[src/rtl/cdb_arbiter_pkg.sv]
// Shared CDB types and constants.
// CDB_packet_t is the broadcast bundle seen by the RS and ROB.
package cdb_arbiter_pkg;

  localparam int ROB_TAG_W = 3;
  localparam int NUM_FU    = 4;

  typedef struct packed {
    logic                 valid;
    logic [ROB_TAG_W-1:0] tag;
    logic [31:0]          value;
  } CDB_packet_t;

endpackage

[src/rtl/cdb_src_fifo.sv]
// Per-source result queue for the CDB arbiter.
// Ports: clk, reset, flush, enq/enq_tag/enq_value in, deq in, head_tag/head_value, empty, full out.
module cdb_src_fifo #(
  parameter int DEPTH = 2,
  parameter int TAG_W = 3
) (
  input  logic             clk,
  input  logic             reset,
  input  logic             flush,
  input  logic             enq,
  input  logic [TAG_W-1:0] enq_tag,
  input  logic [31:0]      enq_value,
  input  logic             deq,
  output logic [TAG_W-1:0] head_tag,
  output logic [31:0]      head_value,
  output logic             empty,
  output logic             full
);

  localparam int PW = $clog2(DEPTH);
  localparam int CW = $clog2(DEPTH + 1);

  logic [TAG_W-1:0] tag_mem [DEPTH];
  logic [31:0]      val_mem [DEPTH];
  logic [PW-1:0]    wr_ptr;
  logic [PW-1:0]    rd_ptr;
  logic [CW-1:0]    count;
  logic             do_enq;
  logic             do_deq;

  assign empty  = (count == '0);
  assign full   = (count == CW'(DEPTH));
  assign do_enq = enq && !full;
  assign do_deq = deq && !empty;

  assign head_tag   = tag_mem[rd_ptr];
  assign head_value = val_mem[rd_ptr];

  // DEPTH is a power of two, so pointers wrap naturally.
  always_ff @(posedge clk) begin
    if (reset || flush) begin
      wr_ptr <= '0;
      rd_ptr <= '0;
      count  <= '0;
    end else begin
      if (do_enq) wr_ptr <= wr_ptr + PW'(1);
      if (do_deq) rd_ptr <= rd_ptr + PW'(1);
      case ({do_enq, do_deq})
        2'b10:   count <= count + CW'(1);
        2'b01:   count <= count - CW'(1);
        default: count <= count;
      endcase
    end
  end

  always_ff @(posedge clk) begin
    if (do_enq) begin
      tag_mem[wr_ptr] <= enq_tag;
      val_mem[wr_ptr] <= enq_value;
    end
  end

endmodule

[src/rtl/cdb_arbiter.sv]
// Round-robin CDB arbiter over per-FU result queues.
// Ports: clk, reset, mispredicted, fu_valid/fu_tag/fu_value in, fu_ready out, CDB out.
module cdb_arbiter
  import cdb_arbiter_pkg::*;
#(
  parameter int NUM_SRC = NUM_FU,
  parameter int DEPTH   = 2,
  parameter int TAG_W   = ROB_TAG_W
) (
  input  logic                     clk,
  input  logic                     reset,
  input  logic                     mispredicted,
  input  logic [NUM_SRC-1:0]       fu_valid,
  input  logic [NUM_SRC*TAG_W-1:0] fu_tag,
  input  logic [NUM_SRC*32-1:0]    fu_value,
  output logic [NUM_SRC-1:0]       fu_ready,
  output CDB_packet_t              CDB
);

  localparam int SW = (NUM_SRC > 1) ? $clog2(NUM_SRC) : 1;

  logic [TAG_W-1:0]   head_tag   [NUM_SRC];
  logic [31:0]        head_value [NUM_SRC];
  logic [NUM_SRC-1:0] empty;
  logic [NUM_SRC-1:0] full;
  logic [NUM_SRC-1:0] enq;
  logic [NUM_SRC-1:0] deq;
  logic [SW-1:0]      rr_ptr;
  logic [SW-1:0]      gnt_idx;
  logic [SW-1:0]      rr_next;
  logic               gnt_any;

  // Ready looks only at registered occupancy.
  assign fu_ready = ~full;
  assign enq = fu_valid & fu_ready
             & {NUM_SRC{~mispredicted}};

  genvar g;
  generate
    for (g = 0; g < NUM_SRC; g++) begin : g_src
      cdb_src_fifo #(
        .DEPTH (DEPTH),
        .TAG_W (TAG_W)
      ) u_fifo (
        .clk        (clk),
        .reset      (reset),
        .flush      (mispredicted),
        .enq        (enq[g]),
        .enq_tag    (fu_tag[g*TAG_W +: TAG_W]),
        .enq_value  (fu_value[g*32 +: 32]),
        .deq        (deq[g]),
        .head_tag   (head_tag[g]),
        .head_value (head_value[g]),
        .empty      (empty[g]),
        .full       (full[g])
      );
    end
  endgenerate

  // First non-empty source at or after rr_ptr.
  always_comb begin : arb
    int s;
    s       = 0;
    gnt_any = 1'b0;
    gnt_idx = '0;
    for (int k = 0; k < NUM_SRC; k++) begin
      s = (int'(rr_ptr) + k) % NUM_SRC;
      if (!gnt_any && !empty[SW'(s)]) begin
        gnt_any = 1'b1;
        gnt_idx = SW'(s);
      end
    end
  end

  assign rr_next =
    SW'((int'(gnt_idx) + 1) % NUM_SRC);

  assign deq = gnt_any
    ? (NUM_SRC'(1) << gnt_idx)
    : '0;

  always_ff @(posedge clk) begin
    if (reset || mispredicted) begin
      CDB    <= '0;
      rr_ptr <= '0;
    end else if (gnt_any) begin
      CDB.valid <= 1'b1;
      CDB.tag   <= head_tag[gnt_idx];
      CDB.value <= head_value[gnt_idx];
      rr_ptr    <= rr_next;
    end else begin
      CDB <= '0;
    end
  end

endmodule

[config.mk]
export PLATFORM = sky130hd
export DESIGN_NAME = cdb_arbiter
export DESIGN_NICKNAME = d
export VERILOG_FILES = /design/src/rtl/cdb_arbiter_pkg.sv /design/src/rtl/cdb_src_fifo.sv /design/src/rtl/cdb_arbiter.sv
export SDC_FILE = /design/constraint.sdc
export NUM_CORES = 1
export LEC_CHECK = 0
export ABC_AREA = 0
export CAP_MARGIN = 0
export CORE_AREA = 3 3 184 186
export CTS_BUF_LIST = sky130_fd_sc_hd__clkbuf_4 sky130_fd_sc_hd__clkbuf_8
export DETAILED_ROUTE_END_ITERATION = 8
export DIE_AREA = 0 0 187 189
export GPL_TIMING_DRIVEN = 0
export PLACE_DENSITY_LB_ADDON = 0.3
export SYNTH_ARGS = -nofsm -noshare
export SYNTH_HDL_FRONTEND = slang
export SYNTH_SLANG_ARGS = --single-unit
[constraint.sdc]
create_clock -name clk -period 3.08 [get_ports clk]
set_clock_uncertainty 0.2 [all_clocks]
set_input_delay 0.616 -clock clk [delete_from_list [all_inputs] [get_ports clk]]
set_output_delay 0.616 -clock clk [all_outputs]
set_load 0.02 [all_outputs]
======== After elaboration in Yosys (flattened, before gate mapping) ========
Memories as Yosys holds them, arrays and structs flattened. A register that Yosys moved wholly into a read port is not among the register bits.
Cells that the tools add are included.
storage, ports and cells
  memory bits (writable) .................. 280
  word-level logic and storage cells ...... 158
  memories ................................ 8
  flip-flop bits (word level) ............. 54
memories
  memory                   words  bits a word  read ports  clocked after memory_dff  write ports  RTL line            RTL
  g_src[0].u_fifo.val_mem  2      32           1           1                         1            cdb_src_fifo.sv:24  logic [31:0] val_mem [DEPTH];
  g_src[1].u_fifo.val_mem  2      32           1           1                         1            cdb_src_fifo.sv:24
  g_src[2].u_fifo.val_mem  2      32           1           1                         1            cdb_src_fifo.sv:24
  g_src[3].u_fifo.val_mem  2      32           1           1                         1            cdb_src_fifo.sv:24
  g_src[0].u_fifo.tag_mem  2      3            1           1                         1            cdb_src_fifo.sv:23  logic [TAG_W-1:0] tag_mem [DEPTH];
  g_src[1].u_fifo.tag_mem  2      3            1           1                         1            cdb_src_fifo.sv:23
  +2 memories              n/a    n/a          n/a         n/a                       n/a          n/a
cells by class
  eq/ne operators ......................... 12
  $add $sub $neg .......................... 20
  muxes and demuxes ....................... 56
  bitwise operators ....................... 6
  reduce and logical (&&, ||, !) cells .... 34
  $lt $le $gt $ge ......................... 5
  shifts and indexed selects .............. 1
operators by type and width
  kind                 count
  $bmux 32 s2          1
  $mux 32              2
  $mux 1               36
  $mux 36              1
  $eq 2x2->1 const B   8
  $lt 2x4->1 const B   4
  $pmux 2 s2           4
  $logic_not 1->1      13
  $add 2x1->2 const B  6
  $logic_and 1x1->1    11
  $add 1x1->1 const B  8
  $and 4x4->4          2
  $bmux 1 s2           4
  $eq 2x1->1 const B   4
  $logic_not 2->1      4
  $mux 2               4
  $reduce_bool 2->1    4
  $sub 2x1->2 const B  4
  $bmux 3 s2           1
  $mux 3               2
  $add 2x2->2 const B  2
  $mux 4               1
  $not 4->4            1
  $shl 1x2->4 const A  1
  other kinds (5)      6

======== Depth between registers and ports, before layout ========
  depth in word-level cells ............... 18
  mapped depth ............................ 12

======== Modules after synthesis ========
From an unflattened synthesis, not the netlist that was laid out.
second synthesis, totals
  cells, all modules ...................... 785
  area total of the unflattened synthesis .. 13026.2 µm²
modules (own cells, without submodules)
  module        area an instance (µm²)  cells each  instances  sequential area each (µm²)
  cdb_src_fifo  2746.4                  136         4          2202.1
  cdb_arbiter   2040.7                  241         1          760.7

======== Worst setup path before layout ========
OpenSTA, ideal clock, no wires.
  kind .................................... reg-to-reg
  from .................................... register g_src[3].u_fifo.count[0]
  to ...................................... memory g_src[3].u_fifo.tag_mem[0][0], enable pin
  clock period less this slack ............ 3.099 ns
  cell stages (with the launch flop) ...... 5
  setup time .............................. 0.427 ns
  buffers on the path ..................... 1
  slack ................................... -0.019 ns
  arrival ................................. 2.471 ns
  required time ........................... 2.453 ns
  path through ............................ dfxtp_1 clkbuf_1 nand2b_1 nand3b_1 nor2_1
between the ends
  cells in the longest elaborated chain, start to end .. 7
  elaborated cells on any way between the ends .. 8
  classes of those cells .................. 1 x eq/ne; 2 x mux; 3 x bitwise; 2 x reduce/logical
RTL lines
  item                          RTL line            RTL
  start, declared               cdb_src_fifo.sv:27  logic [CW-1:0] count;
  start signal, assigned        cdb_src_fifo.sv:49  2'b10: count <= count + CW'(1);
  start signal, assigned        cdb_src_fifo.sv:50  2'b01: count <= count - CW'(1);
  start signal, assigned        cdb_src_fifo.sv:51  default: count <= count;
  $eq 2x2->1                    cdb_src_fifo.sv:32  assign full = (count == CW'(DEPTH));
  $not 4->4                     cdb_arbiter.sv:34   assign fu_ready = ~full;
  net fu_ready[3]               cdb_arbiter.sv:16   output logic [NUM_SRC-1:0] fu_ready,
  $and 4x4->4                   cdb_arbiter.sv:35   assign enq = fu_valid & fu_ready
  $and 4x4->4                   cdb_arbiter.sv:36   & {NUM_SRC{~mispredicted}};
  $logic_and 1x1->1             cdb_src_fifo.sv:33  assign do_enq = enq && !full;
  $mux 1                        cdb_src_fifo.sv:57  if (do_enq) begin
  $mux 1 (not written as such)  cdb_src_fifo.sv:58  tag_mem[wr_ptr] <= enq_tag;
  end, declared                 cdb_src_fifo.sv:23
The timed path passes the listed nets, and every way through them passes these cells.

======== Final worst setup path ========
  from .................................... register g_src[3].u_fifo.count[0]
  to ...................................... register g_src[1].u_fifo.count[1]
between the ends
  cells in the longest elaborated chain, start to end .. 18
  elaborated cells on any way between the ends .. 36
  classes of those cells .................. 2 x eq/ne; 1 x shift; 22 x mux; 11 x reduce/logical
RTL lines
  item                                                    RTL line            RTL
  $logic_not 2->1 (*)                                     cdb_src_fifo.sv:31  assign empty = (count == '0);
  $bmux 1 s2                                              cdb_arbiter.sv:68   if (!gnt_any && !empty[SW'(s)]) begin
  $mux 1 (not written as such) (2 in a row)               cdb_arbiter.sv:68
  $logic_not 1->1                                         cdb_arbiter.sv:68
  $logic_and 1x1->1                                       cdb_arbiter.sv:68
  $mux 1                                                  cdb_arbiter.sv:68
  $logic_not 1->1                                         cdb_arbiter.sv:68
  $logic_and 1x1->1                                       cdb_arbiter.sv:68
  (+2 left out)                                           n/a
  $logic_and 1x1->1                                       cdb_arbiter.sv:68
  $mux 2                                                  cdb_arbiter.sv:68
  $shl 1x2->4                                             cdb_arbiter.sv:79   ? (NUM_SRC'(1) << gnt_idx)
  $mux 4 (*)                                              cdb_arbiter.sv:79
  $logic_and 1x1->1 (*)                                   cdb_src_fifo.sv:34  assign do_deq = deq && !empty;
  net g_src[1].u_fifo.do_deq                              cdb_src_fifo.sv:29  logic do_deq;
  $eq 2x1->1 / $eq 2x2->1 (equally long branches)         cdb_src_fifo.sv:48  case ({do_enq, do_deq})
  $pmux 2 s2 / $reduce_bool 2->1 (equally long branches)  n/a
  end signal, assigned                                    cdb_src_fifo.sv:49
  end signal, assigned                                    cdb_src_fifo.sv:50
  end signal, assigned                                    cdb_src_fifo.sv:51
  end, declared                                           cdb_src_fifo.sv:27
Mark *: on every way through the listed nets, which the timed path passes. The rest lies on a longest branch. The select of a mux whose other input is x is not followed.
A chain may end at the register's enable or synchronous reset.

==> summary.txt <==
Power
  • Pwr Total: 9.891 mW
  • VDD IR max: 0.2841 mV
  • Cell Pwr Density: 596.5 mW/mm2
  • Pleak: 5.356 nW

Critical path
  • Buf/Inv on CP: 3
  • Worst path required time: 3370 ps
  • Worst path arrival time: 3200 ps
  • CP max stage delay: 540 ps
  • Top Family by Delay on Critical Path: simple AND/OR/NAND/NOR gates
  • CP Max Fanout: 10
  • Setup slack, reg-to-reg: 170 ps
  • Setup crit end kind: flip-flop
  • Startpoint types: flip-flop
  • Crit path cell chain: clkbuf_1, or4_1, o2111ai_4, and2_1, buf_4, buf_2, nor2_1, ha_1, or3_1, a21oi_1
  • CP max-delay cell: or4_1
  • CP Class: flip-flop to flip-flop

CTS
  • Hold-fix buffers, CTS: 0
  • H-tree Lvls: 2
  • Root Driver: clkbuf_8
  • Num CTS Buffers: 53
  • CTS tree: built
  • Clock sink count: 338
  • Clock tree buffer depth: 3
  • Worst-Skew Late Latency: 560 ps
  • Clock transition at path regs: 60 ps

Floorplan
  • IO Pins: 187
  • Starting Density: 39.65%
  • Die Wd: 187 um
  • Row count: 66
  • Core box area: 0.03245 mm2
  • DIE HEIGHT: 189 um
  • Die area: 0.03534 mm2

GRT
  • Vias in the first global route: 7581
  • Total grt overflow: 0
  • Tot GR Track Use: 16.20%
  • First-pass GRT wire length: 43910 um
  • Pin count of the biggest net entering global routing: 31
  • Initial antenna violation count: 1

Place
  • IO buf count: 186
  • Detailed-placement wirelength estimate: 21150 um
  • Placed inst area: 0.01550 mm2
  • Placed cells: 1414
  • Global placement routability congestion: 0.8454

Layout
  • Layout cells sized above 1: 21.96%
  • Non-filler instance count after layout: 1512
  • Cell area after layout: 0.01658 mm2
  • Area grow syn2layout: 28.86%
  • Diode count: 0
  • Final net count: 1183
  • FILL cells: 2698
  • Register Area: 0.009569 mm2
  • Multi-input logic area: 0.003127 mm2

Detailed routing
  • First drt pass iteration count: 4
  • Via density: 4.860
  • Wire per inst: 19.41 um
  • Vias: 7349
  • Post-route DRC: 0
  • Post-route ant nets: 0
  • 1st-iter DRT viols: 474
  • Final WL: 29350 um

Yosys
  • Post-synthesis register bit count: 338
  • Mapped Nets: 929
  • Avg Inst Size Synth: 16.54 um2
  • Yosys cell types: 38
  • Cells after Synth: 778
  • Yosys synthesis warning count: 0
  • Sequential element share of the synthesized area: 74.37%
  • Post-Synthesis Cell Area: 0.01287 mm2

Timing
  • Final min period: 2912 ps
  • Hold Violations, Final: 0
  • Part of the cycle the worst path needs: 94.54%
  • Slew Limit Headroom: 48.44%
  • Final setup fails: 0
  • Slew Viols, Final: 0
  • RSZ-0062 raised after global routing: no
  • Max Freq: 343.4 MHz
  • Slew @ Worst Pin: 768.2 ps

Status
  • Status: complete, no violations

Run
  • Max cap viols: 0

Hold path
  • Hold Path Class: flip-flop to flip-flop
==> flip-flops by register name (all words and copies together), names as in the netlist, named ones only <==
register	flops
CDB	36
g_src.u_fifo.count	8
g_src.u_fifo.rd_ptr	4
g_src.u_fifo.tag_mem	24
g_src.u_fifo.val_mem	256
g_src.u_fifo.wr_ptr	4
rr_ptr	2
==> synth_stat cells <==
master     number  share of area [%]
clkbuf_1       33               0.96
buf_4           1              0.058
a221oi_1        2               0.14
xor2_1          4               0.27
ha_1            4               0.39
o21bai_1        2               0.12
a2111o_1        1              0.088
edfxtp_1      280                 65
or4_1           1              0.058
a211oi_4        1               0.16
mux2i_1        35                2.7
o2111ai_2       1               0.12
inv_2           1              0.029
inv_1           5               0.15
nor2_1         31               0.90
dfxtp_1        58                9.0
or3_1           6               0.29
a311oi_1        2               0.14
a21oi_1        81                3.2
o22a_1          1              0.068
o21ai_1        12               0.47
or2_2           2              0.097
o21ba_2         2               0.16
o21ai_0        33                1.3
and2_1          1              0.049
a31o_2          1              0.068
mux2_2        105                9.2
a32oi_1        35                2.4
buf_6           5               0.44
or2_4           1              0.068
buf_2           8               0.31
xnor2_1        10               0.68
nand2b_1        4               0.19
nor2b_1         1              0.049
nor3_1          1              0.039
nor4_1          2              0.097
nand3b_1        4               0.23
nand2_1         1              0.029
==> final cells by class <==
class	instances	area share [%]
Clock inverter	13	0.5056
Sequential cell	338	57.71
Clock buffer	80	5.660
Tap cell	442	3.335
Inverter	6	0.1358
Multi-Input combinational cell	387	18.86
Buffer	47	1.373
Timing Repair Buffer	199	12.42
==> repair_timing <==
action,in CTS,in global routing
gates resized for setup,2,1
pin swaps,1,1
setup endpoints to repair,3,21
buffers inserted,1,4
==> worst reg2reg max path, cell delays in order, from the launching register on <==
cell,delay [ps]
dfxtp_1,300
clkbuf_1,160
or4_1,540
o2111ai_4,170
and2_1,190
buf_4,170
buf_2,240
nor2_1,70
ha_1,330
or3_1,350
a21oi_1,130
==> final timing paths <==
path / startpoint / end / depth (start not counted)
worst min register to register: g_src[2].u_fifo.rd_ptr$_SDFFE_PP0P_ / flip-flop / 2
worst min-delay path: g_src[2].u_fifo.rd_ptr$_SDFFE_PP0P_ / flip-flop / 2
worst max-delay path: g_src[3].u_fifo.count[0]$_SDFFE_PP0P_ / g_src[1].u_fifo.count[1]$_SDFFE_PP0P_ / 10
worst max register to register: g_src[3].u_fifo.count[0]$_SDFFE_PP0P_ / g_src[1].u_fifo.count[1]$_SDFFE_PP0P_ / 10
==> routing by layer <==
| layer | vias to the layer above | part of all wire [%] | global-route usage, % |
|---|---|---|---|
| li1 | 3554 | - | - |
| met4 | 2 | 2.2 | 4.914 |
| met5 | - | 0.044 | 0 |
| met1 | 3570 | 47 | 22.15 |
| met2 | 178 | 47 | 26.39 |
| met3 | 45 | 4.1 | 3.203 |
==> logic make-up after synthesis <==
kind of cell / count (synthesis) / synth area share, %
AOI/OAI and AO/OA: 174 / 8.324
and+or+nand+nor: 55 / 2.110
buffers and inverters: 53 / 1.945
muxes: 140 / 11.91
xor gates and xnor gates: 14 / 0.9529
DFF: 338 / 74.37
adders and majority gates: 4 / 0.3890
==> metrics by stage <==
stage                     setup WS [ps]  hold WS (ps)  utilization (%)  setup TNS [ps]
after global routing              13.17         337.8            51.09               0
after CTS                         9.749         310.1            50.98               0
final                             168.1         308.9            51.09               0
after detailed placement         -477.4         295.9            47.77          -13960
after floorplan                  -18.74         279.9                -           -1312
after global placement            -1452         289.5            47.09         -404880
==> layout by cell type (no fill, tap or decap), types with 5 or more instances in the layout <==
master | synthesis | routed
edfxtp_1 | 280 | 280
clkdlybuf4s50_1 | 0 | 186
mux2_2 | 105 | 105
a21oi_1 | 81 | 81
dfxtp_1 | 58 | 58
clkbuf_8 | 0 | 54
mux2i_1 | 35 | 35
a32oi_1 | 35 | 35
clkbuf_1 | 33 | 33
o21ai_0 | 33 | 33
clkbuf_4 | 0 | 26
nor2_1 | 31 | 22
o21ai_1 | 12 | 12
xnor2_1 | 10 | 10
clkinv_1 | 0 | 9
buf_2 | 8 | 8
nor2_4 | 0 | 8
buf_12 | 0 | 8
buf_4 | 1 | 6
or3_1 | 6 | 6
inv_1 | 5 | 5
buf_6 | 5 | 5
==> power breakdown <==
| group | leakage, nW | switching, mW | internal [mW] |
|---|---|---|---|
| registers | 3.04 | 0.0431 | 5.13 |
| logic | 1.77 | 0.604 | 0.509 |
| clock network | 0.540 | 1.60 | 2.01 |
(Power assumes the default switching activity.)
